--- src/rtl/uart_tx_arb_if.sv ---
// Requester write ports and UART transmitter handshake for the two-input TX arbiter.
// The master modport is the environment side; the slave modport is the arbiter side.
interface uart_tx_arb_if;
    logic       WR0;
    logic [7:0] DIN0;
    logic       FULL0;
    logic       OVF0;
    logic       WR1;
    logic [7:0] DIN1;
    logic       FULL1;
    logic       OVF1;
    logic       TX_READY;
    logic       TX_SEND;
    logic [7:0] TX_DATA;
    logic       SRC;
    logic       BUSY;

    modport master (
        output WR0, DIN0, WR1, DIN1, TX_READY,
        input  FULL0, OVF0, FULL1, OVF1, TX_SEND, TX_DATA, SRC, BUSY
    );

    modport slave (
        input  WR0, DIN0, WR1, DIN1, TX_READY,
        output FULL0, OVF0, FULL1, OVF1, TX_SEND, TX_DATA, SRC, BUSY
    );
endinterface

--- src/rtl/uart_tx_arb.sv ---
// Two-requester byte FIFO arbiter feeding a single UART transmitter (READY/SEND handshake),
// round-robin on ties, with a lost-handshake timeout while waiting for READY to fall.
module uart_tx_arb #(
    parameter int unsigned DEPTH = 4,
    parameter int unsigned PTR_W = 2
) (
    input logic          CLK,
    input logic          RST,
    uart_tx_arb_if.slave arb_io
);

    localparam logic [1:0] StIdle     = 2'd0;
    localparam logic [1:0] StIssue    = 2'd1;
    localparam logic [1:0] StWaitBusy = 2'd2;
    localparam logic [1:0] StWaitDone = 2'd3;

    localparam logic [PTR_W:0] FullCnt = (PTR_W + 1)'(DEPTH);
    localparam logic [1:0]     TmoLast = 2'd3;

    logic [7:0]            mem_q [2][DEPTH];
    logic [1:0][PTR_W-1:0] wptr_q, rptr_q;
    logic [1:0][PTR_W:0]   cnt_q, cnt_d;
    logic [1:0]            ovf_q;

    logic [1:0][7:0] din;
    logic [1:0]      wr, full, ne, wr_acc, pop;

    logic [1:0] state_q, state_d;
    logic [1:0] tmo_q, tmo_d;
    logic [7:0] data_q;
    logic       src_q;
    logic       last_q;

    logic gnt_any;
    logic gnt_idx;

    assign wr  = {arb_io.WR1, arb_io.WR0};
    assign din = {arb_io.DIN1, arb_io.DIN0};

    always_comb begin
        for (int i = 0; i < 2; i++) begin
            full[i]   = (cnt_q[i] == FullCnt);
            ne[i]     = (cnt_q[i] != '0);
            wr_acc[i] = wr[i] & ~full[i];
        end
    end

    // Requester 0 wins the first tie because last_q resets to 1.
    assign gnt_any = (state_q == StIdle) && arb_io.TX_READY && (|ne);
    assign gnt_idx = (&ne) ? ~last_q : ne[1];
    assign pop     = gnt_any ? (gnt_idx ? 2'b10 : 2'b01) : 2'b00;

    always_comb begin
        for (int i = 0; i < 2; i++) begin
            cnt_d[i] = cnt_q[i];
            if (wr_acc[i] && !pop[i]) begin
                cnt_d[i] = cnt_q[i] + 1'b1;
            end else if (!wr_acc[i] && pop[i]) begin
                cnt_d[i] = cnt_q[i] - 1'b1;
            end
        end
    end

    always_comb begin
        state_d = state_q;
        tmo_d   = tmo_q;
        case (state_q)
            StIdle: begin
                if (gnt_any) state_d = StIssue;
            end
            StIssue: begin
                tmo_d   = '0;
                state_d = StWaitBusy;
            end
            StWaitBusy: begin
                // READY never dropped: assume the SEND was lost and give up without resending.
                if (!arb_io.TX_READY) begin
                    state_d = StWaitDone;
                end else if (tmo_q == TmoLast) begin
                    state_d = StIdle;
                end else begin
                    tmo_d = tmo_q + 1'b1;
                end
            end
            default: begin
                if (arb_io.TX_READY) state_d = StIdle;
            end
        endcase
    end

    always_ff @(posedge CLK) begin
        for (int i = 0; i < 2; i++) begin
            if (wr_acc[i]) mem_q[i][wptr_q[i]] <= din[i];
        end
    end

    always_ff @(posedge CLK or posedge RST) begin
        if (RST) begin
            wptr_q  <= '0;
            rptr_q  <= '0;
            cnt_q   <= '0;
            ovf_q   <= '0;
            state_q <= StIdle;
            tmo_q   <= '0;
            data_q  <= '0;
            src_q   <= 1'b0;
            last_q  <= 1'b1;
        end else begin
            for (int i = 0; i < 2; i++) begin
                if (wr_acc[i]) wptr_q[i] <= wptr_q[i] + 1'b1;
                if (pop[i]) rptr_q[i] <= rptr_q[i] + 1'b1;
                if (wr[i] && full[i]) ovf_q[i] <= 1'b1;
            end
            cnt_q   <= cnt_d;
            state_q <= state_d;
            tmo_q   <= tmo_d;
            if (gnt_any) begin
                data_q <= mem_q[gnt_idx][rptr_q[gnt_idx]];
                src_q  <= gnt_idx;
                last_q <= gnt_idx;
            end
        end
    end

    assign arb_io.FULL0   = full[0];
    assign arb_io.FULL1   = full[1];
    assign arb_io.OVF0    = ovf_q[0];
    assign arb_io.OVF1    = ovf_q[1];
    assign arb_io.TX_SEND = (state_q == StIssue);
    assign arb_io.TX_DATA = data_q;
    assign arb_io.SRC     = src_q;
    assign arb_io.BUSY    = (state_q != StIdle);

endmodule
--- src/flat_wrapper.sv ---
// flat-port wrapper written by rule: the top's interface ports become plain ports
module uart_tx_arb_flat 
#(
    parameter int unsigned DEPTH = 4,
    parameter int unsigned PTR_W = 2
)
  (CLK, RST, arb_io_WR0, arb_io_DIN0, arb_io_WR1, arb_io_DIN1, arb_io_TX_READY, arb_io_FULL0, arb_io_OVF0, arb_io_FULL1, arb_io_OVF1, arb_io_TX_SEND, arb_io_TX_DATA, arb_io_SRC, arb_io_BUSY);
  uart_tx_arb_if arb_io_i ();
  input logic CLK;
  input logic RST;
  input wire logic [$bits(arb_io_i.WR0)-1:0] arb_io_WR0;
  input wire logic [$bits(arb_io_i.DIN0)-1:0] arb_io_DIN0;
  input wire logic [$bits(arb_io_i.WR1)-1:0] arb_io_WR1;
  input wire logic [$bits(arb_io_i.DIN1)-1:0] arb_io_DIN1;
  input wire logic [$bits(arb_io_i.TX_READY)-1:0] arb_io_TX_READY;
  output wire logic [$bits(arb_io_i.FULL0)-1:0] arb_io_FULL0;
  output wire logic [$bits(arb_io_i.OVF0)-1:0] arb_io_OVF0;
  output wire logic [$bits(arb_io_i.FULL1)-1:0] arb_io_FULL1;
  output wire logic [$bits(arb_io_i.OVF1)-1:0] arb_io_OVF1;
  output wire logic [$bits(arb_io_i.TX_SEND)-1:0] arb_io_TX_SEND;
  output wire logic [$bits(arb_io_i.TX_DATA)-1:0] arb_io_TX_DATA;
  output wire logic [$bits(arb_io_i.SRC)-1:0] arb_io_SRC;
  output wire logic [$bits(arb_io_i.BUSY)-1:0] arb_io_BUSY;
  assign arb_io_i.WR0 = arb_io_WR0;
  assign arb_io_i.DIN0 = arb_io_DIN0;
  assign arb_io_i.WR1 = arb_io_WR1;
  assign arb_io_i.DIN1 = arb_io_DIN1;
  assign arb_io_i.TX_READY = arb_io_TX_READY;
  assign arb_io_FULL0 = arb_io_i.FULL0;
  assign arb_io_OVF0 = arb_io_i.OVF0;
  assign arb_io_FULL1 = arb_io_i.FULL1;
  assign arb_io_OVF1 = arb_io_i.OVF1;
  assign arb_io_TX_SEND = arb_io_i.TX_SEND;
  assign arb_io_TX_DATA = arb_io_i.TX_DATA;
  assign arb_io_SRC = arb_io_i.SRC;
  assign arb_io_BUSY = arb_io_i.BUSY;
  uart_tx_arb #(.DEPTH(DEPTH), .PTR_W(PTR_W)) u_core (.CLK(CLK), .RST(RST), .arb_io(arb_io_i));
endmodule
--- config.mk ---
export PLATFORM = sky130hd
export DESIGN_NAME = uart_tx_arb_flat
export DESIGN_NICKNAME = d
export VERILOG_FILES = /design/src/rtl/uart_tx_arb_if.sv /design/src/rtl/uart_tx_arb.sv /design/src/flat_wrapper.sv
export SDC_FILE = /design/constraint.sdc
export NUM_CORES = 1
export LEC_CHECK = 0
export ABC_CLOCK_PERIOD_IN_PS = 2650
export CORE_ASPECT_RATIO = 1.5
export CORE_UTILIZATION = 57
export CTS_CLUSTER_SIZE = 40
export DETAILED_ROUTE_END_ITERATION = 7
export PLACE_DENSITY = 0.82
export SYNTH_ARGS = -nofsm -noshare
export SYNTH_HDL_FRONTEND = slang
export SYNTH_SLANG_ARGS = --single-unit
--- constraint.sdc ---
create_clock -name CLK -period 2.65 [get_ports CLK]
set_input_delay 0.53 -clock CLK [delete_from_list [all_inputs] [get_ports CLK]]
set_output_delay 0.53 -clock CLK [all_outputs]
set_load 0.02 [all_outputs]
==> results of run 1 <==
synth_stat cells, types with 7 or more instances:
| cell type | instances | area (µm²) |
|---|---|---|
| o21ai_1 | 8 | 40.0 |
| edfxtp_1 | 64 | 1920 |
| mux2i_1 | 10 | 100 |
| and2_1 | 8 | 50.1 |
| inv_1 | 11 | 41.3 |
| dfrtp_1 | 29 | 726 |
| xnor2_1 | 7 | 61.3 |
| nand2_1 | 16 | 60.1 |
| ha_1 | 15 | 188 |
| mux4_2 | 15 | 338 |
worst min path at each step:
stage	startpoint	to	slack, ns	cells past startpoint
floorplan	u_core.last_q	u_core.last_q	0.45	2
global placement	u_core.ovf_q[0]	u_core.ovf_q[0]	0.44	1
detailed placement	u_core.ovf_q[0]	u_core.ovf_q[0]	0.45	1
CTS	u_core.ovf_q[0]	u_core.ovf_q[0]	0.47	1
global route	u_core.ovf_q[1]	u_core.ovf_q[1]	0.50	1
finish	u_core.ovf_q[0]	u_core.ovf_q[0]	0.46	1
state kept, by name, summed over array words and instances (netlist names):
name                   flops
u_core.arb_io.TX_DATA      8
u_core.arb_io.SRC          1
u_core.mem_q              64
u_core.cnt_q               6
u_core.wptr_q              4
u_core.rptr_q              4
u_core.ovf_q               2
u_core.state_q             2
u_core.last_q              1
u_core.tmo_q               2
area by class of cell:
class | count | area, µm² | area share [%]
repair buffers | 42 | 403 | 8.82
multi-input cells | 126 | 1210 | 26.4
flip-flops and latches | 94 | 2670 | 58.5
clock inverters | 3 | 12.5 | 0.274
well taps | 76 | 95.1 | 2.08
clock buffers | 12 | 135 | 2.96
inverters | 11 | 41.3 | 0.904
where the power goes:
group | switching, mW | total [mW] | internal [mW]
clock | 0.426 | 0.756 | 0.330
combinational | 0.901 | 1.85 | 0.954
sequential | 0.356 | 2.38 | 2.03
total | 1.68 | 4.99 | 3.31
per-layer routing:
layer	global-route usage, %	routed length (µm)
met5	0	0
met4	10.1	124
met3	2.81	168
met2	34.3	3640
met1	23.6	2450
worst register-to-register path: cells and delay by family, from the launching register on:
kind | cells | cell delay (ns)
DFF | 1 | 0.42
AOI/OAI and AO/OA | 1 | 0.22
adders and majority gates | 3 | 0.90
buffers and inverters | 2 | 0.23
and+or+nand+nor | 2 | 0.23
muxes | 1 | 0.27
per-stage QoR:
step / instances / cell area [µm²] / hold WS (ns) / util [%]
2_1_floorplan: 239 / 3960 / 0.453 / -
3_3_place_gp: 349 / 4420 / 0.439 / 66.7
3_5_place_dp: 349 / 4420 / 0.449 / 66.7
4_1_cts: 364 / 4570 / 0.466 / 69.0
5_1_grt: 364 / 4570 / 0.497 / 69.0
6_report: 364 / 4570 / 0.461 / 69.0
logic make-up (layout without fill, tap and decap cells):
logic type | count (synthesis) | count (layout) | synth area share (%)
simple gates | 45 | 45 | 5.94
xor+xnor | 12 | 12 | 2.65
flops | 94 | 94 | 67.5
fa+ha+maj | 17 | 17 | 5.75
compound gates | 22 | 22 | 3.63
buf+inv | 19 | 68 | 2.08
mux | 30 | 30 | 12.5
==> flow_summary.toml, run 1 <==
[outcome]
status = "completed"

[clock_network]
cts_tree = "yes"
numCtsBuffers = 9
clkLatencyLatePin_ns = 0.34
cts.reportedPaths.clkPinSlew_ns = 0.08
cts_setup_buffers = 0
clk_sink_count = 94
max-clock-path-buffers = 2
ctsRootBufferMaster = "clkbuf_8"
cts.htree.levels = 3
post_cts_hold_buffer_count = 0
cts-resized-gates = 0

[synth]
postSynthCellCount = 239
syn_avg_cell_area_um2 = 16.6
yosysWarningCount = 0
post_synth_num_cell_types = 34
number_of_synthesized_flops_with_an_enable_pin = 64
synth-main-ff-cell = "edfxtp_1"
mappedNetlistArea_um2 = 3960
synth_sequential_area_ratio_pct = 67.5
synth_nets = 277
synth-seq-cells = 94
share_of_flip_flops_with_an_asynchronous_set_or_reset_after_synthesis_pct = 31.9

[sta]
worst_pin_slew_ns = 0.633
worst_slack_ns = 0.290
max-slew-margin-rel_pct = 57.8
report.final.slew_viol_count = 0
final_worst_clock_skew_ns = 0.00694
setup_repair_after_global_routing_missed_its_margin = "no"
final_min_period_over_clock_period_pct = 89.1
fin_crit_ns = 2.36
final_hold_viol_count = 0
report.final.setup_viol = 0
max_freq_mhz = 424
fin_tns_setup_ns = 0

[power_and_ir_drop]
design_power_total_mw = 4.99
vdd_ir_drop_max_mv = 0.580
power_dens_cells_nw_per_um2 = 1090
p_leak_nw = 1.73

[setup_path]
r2r_slack_ns = 0.29
worst_path_largest_cell_delay_ns = 0.42
critPathRequiredTime_ns = 2.87
worst-path-stages = 9
worstReg2RegStart = "u_core.state_q[0]"
crit_type = "flip-flop to flip-flop"
worst-r2r-cell-count = 9
critical-path-top-delay-family = "adder cells"
cp_num_buf_inv = 2
critical_path.endpoint = "u_core.cnt_q[1]"
start_kind = "flip-flop"
critical-path-slowest-cell = "dfrtp_1"
timing.critical_path.arrival_ns = 2.58
critical_path.cell_chain = "inv_1 > ha_1 > nand2_1 > a21oi_1 > nand2_2 > ha_1 > inv_1 > fa_1 > mux2_2"
critPathLaunch = "u_core.state_q[0]"
r2r_end = "u_core.cnt_q[1]"
critPathMaxFanout = 5
worst_setup_ep_type = "flip-flop"

[place]
io_buffers = 35
final_hpwl_from_detailed_placement_um = 4600
place_congestion = 0.795
post-place-ws_ns = 0.0983

[drt]
iteration_0_drc_markers = 102
router_iterations_before_antenna_repair = 6
drt_drc_violations_left = 0
vias = 2082
route.detailed.wl_per_inst_um = 17.5
ant_nets = 0
vias_per_cell = 5.72
drt_wl_total_um = 6390

[floorplan]
placement_rows = 36
boundaryPins = 36
core-area_um2 = 6620
initial_core_util_pct = 59.8
die_height_um = 104
die_width_um = 70.1
dieArea_um2 = 7300

[layout]
final.fill_count = 441
mostFrequentLayoutCells = "64 x edfxtp_1, 35 x clkdlybuf4s50_1, 29 x dfrtp_1"
area_delta_synth_final_pct = 15.3
layout_commonest_cell = "edfxtp_1"
antennaDiodeCount = 0
num-nets-final = 322
drive_gt1_share_pct = 14.6

[global_routing]
gr-total-overflow = 0
grt_pass1_vias = 2211
grt_antenna_before_repair = 0
wire_length_of_the_first_global_routing_pass_um = 10600
grt_max_degree = 31
grt_use_total_pct = 19.7

[flow_run]
number_of_max_cap_violations = 0

[worst_hold_path]
min-delay-path-class = "flip-flop to flip-flop"
Note: power is estimated with default switching activity, not from simulation.
==> run 2, diff against run 1 <==
--- a/config.mk
+++ b/config.mk
@@ -6,11 +6,12 @@
 export NUM_CORES = 1
 export LEC_CHECK = 0
 export ABC_CLOCK_PERIOD_IN_PS = 2650
-export CORE_ASPECT_RATIO = 1.5
-export CORE_UTILIZATION = 57
+export CAP_MARGIN = 20
+export CORE_ASPECT_RATIO = 0.9
+export CORE_UTILIZATION = 55
 export CTS_CLUSTER_SIZE = 40
 export DETAILED_ROUTE_END_ITERATION = 7
-export PLACE_DENSITY = 0.82
+export PLACE_DENSITY = 0.8
 export SYNTH_ARGS = -nofsm -noshare
 export SYNTH_HDL_FRONTEND = slang
 export SYNTH_SLANG_ARGS = --single-unit
==> run 2 against run 1 <==
  * Maximum frequency decreased by 2.2%
  * Register-to-register slack improved by 0.04 ns
  * Cell count increased by 3.8%
  * Largest power group unchanged
  * Highest routed layer unchanged
==> flow_summary.toml, run 2 (synthesis results as in run 1) <==
[outcome]
status = "completed"

[sta]
final_worst_clock_skew_ns = 0.0151
worst_pin_slew_ns = 0.637
worst_slack_ns = 0.237
fin_crit_ns = 2.41
final_min_period_over_clock_period_pct = 91.1
final.hold.worst_slack_ns = 0.458
report.final.slew_viol_count = 0
fin_tns_setup_ns = 0
max-slew-margin-rel_pct = 57.6
max_freq_mhz = 414
final_hold_viol_count = 0
setup_repair_after_global_routing_missed_its_margin = "no"
report.final.setup_viol = 0

[global_routing]
grt_use_total_pct = 19.6
wire_length_of_the_first_global_routing_pass_um = 10600
grt_max_degree = 31
grt_pass1_vias = 2065
grt_antenna_before_repair = 0
gr-total-overflow = 0

[setup_path]
critical_path.cell_chain = "nor3b_1 > clkdlybuf4s50_1"
worst_path_largest_cell_delay_ns = 0.68
crit_type = "flip-flop to primary output"
critPathRequiredTime_ns = 2.12
r2r_slack_ns = 0.33
worst_setup_ep_type = "primary output"
start_kind = "flip-flop"
critPathLaunch = "u_core.cnt_q[0]"
worst-r2r-cell-count = 9
timing.critical_path.arrival_ns = 1.88
critical-path-slowest-cell = "clkdlybuf4s50_1"
critPathMaxFanout = 5
r2r_end = "u_core.cnt_q[2]"
critical-path-top-delay-family = "buffers and inverters"
worstReg2RegStart = "u_core.cnt_q[0]"
worst-path-stages = 2
cp_num_buf_inv = 1
critical_path.endpoint = "arb_io_FULL0"

[floorplan]
dieArea_um2 = 7550
die_width_um = 91.5
initial_core_util_pct = 58.6
core-area_um2 = 6760
placement_rows = 28
die_height_um = 82.5
boundaryPins = 36

[drt]
route.detailed.wl_per_inst_um = 17.3
router_iterations_before_antenna_repair = 4
vias_per_cell = 5.34
drt_drc_violations_left = 0
iteration_0_drc_markers = 147
drt_wl_total_um = 6550
vias = 2018
ant_nets = 0

[worst_hold_path]
min-delay-path-class = "flip-flop to flip-flop"
min_delay_path_depth = 1

[layout]
layout_commonest_cell = "edfxtp_1"
final.fill_count = 461
antennaDiodeCount = 0
largest_reg_flops = 64
drive_gt1_share_pct = 16.3
num-nets-final = 322
mostFrequentLayoutCells = "64 x edfxtp_1, 35 x clkdlybuf4s50_1, 29 x dfrtp_1"
area_delta_synth_final_pct = 17.4

[power_and_ir_drop]
power_dens_cells_nw_per_um2 = 1130
p_leak_nw = 1.76
vdd_ir_drop_max_mv = 0.601
design_power_total_mw = 5.26

[clock_network]
cts_tree = "yes"
post_cts_hold_buffer_count = 0
cts_setup_buffers = 0
clk_sink_count = 94
cts-resized-gates = 0
max-clock-path-buffers = 2
cts.htree.levels = 3
ctsRootBufferMaster = "clkbuf_8"
cts.reportedPaths.clkPinSlew_ns = 0.08
numCtsBuffers = 9
clkLatencyLatePin_ns = 0.36

[place]
post-place-ws_ns = 0.137
place_congestion = 0.744
io_buffers = 35
final_hpwl_from_detailed_placement_um = 4530

[flow_run]
number_of_max_cap_violations = 0
run 2: worst register-to-register path, stage by stage (launching register included):
cell	delay, ns
dfrtp_1	0.45
or3_4	0.42
a21o_1	0.21
nand2_2	0.09
ha_1	0.19
inv_1	0.07
fa_1	0.43
xor2_1	0.15
nor2_1	0.11
xor2_1	0.14
run 2: worst min-delay path by stage:
stage,startpoint,end,slack [ns]
after detailed placement,u_core.ovf_q[0],u_core.ovf_q[0],0.44
after CTS,u_core.ovf_q[0],u_core.ovf_q[0],0.46
after global routing,u_core.ovf_q[0],u_core.ovf_q[0],0.48
final,u_core.ovf_q[0],u_core.ovf_q[0],0.46
after floorplan,u_core.last_q,u_core.last_q,0.45
after global placement,u_core.ovf_q[0],u_core.ovf_q[0],0.44
run 2: final cells by class:
class                           instances  area (µm²)  share of cell area [%]
Multi-Input combinational cell        126        1210                    25.9
Tap cell                               90         113                    2.42
Clock buffer                            9         124                    2.66
Timing Repair Buffer                   42         403                    8.66
Clock inverter                          6        92.6                    1.99
Inverter                               11        41.3                   0.887
Sequential cell                        94        2670                    57.5
run 2: where the power goes:
| part | internal [mW] | switching (mW) | leakage (nW) |
|---|---|---|---|
| sequential | 2.03 | 0.364 | 0.944 |
| combinational | 0.953 | 0.885 | 0.709 |
| clock | 0.533 | 0.499 | 0.102 |
run 2: metrics by stage:
step           instances  cell area (µm²)  util (%)
6_report             378             4650      68.8
3_3_place_gp         363             4440      65.6
4_1_cts              378             4650      68.8
5_1_grt              378             4650      68.8
3_5_place_dp         363             4440      65.6
2_1_floorplan        239             3960         -
run 2: routing by layer:
| metal | track usage, % | vias up | share of wire (%) |
|---|---|---|---|
| li1 | - | 969 | - |
| met1 | 24.6 | 1002 | 44 |
| met2 | 33.2 | 39 | 50 |
| met3 | 5.59 | 8 | 4.3 |
| met4 | 6.67 | 0 | 1.2 |
| met5 | 0 | - | 0 |
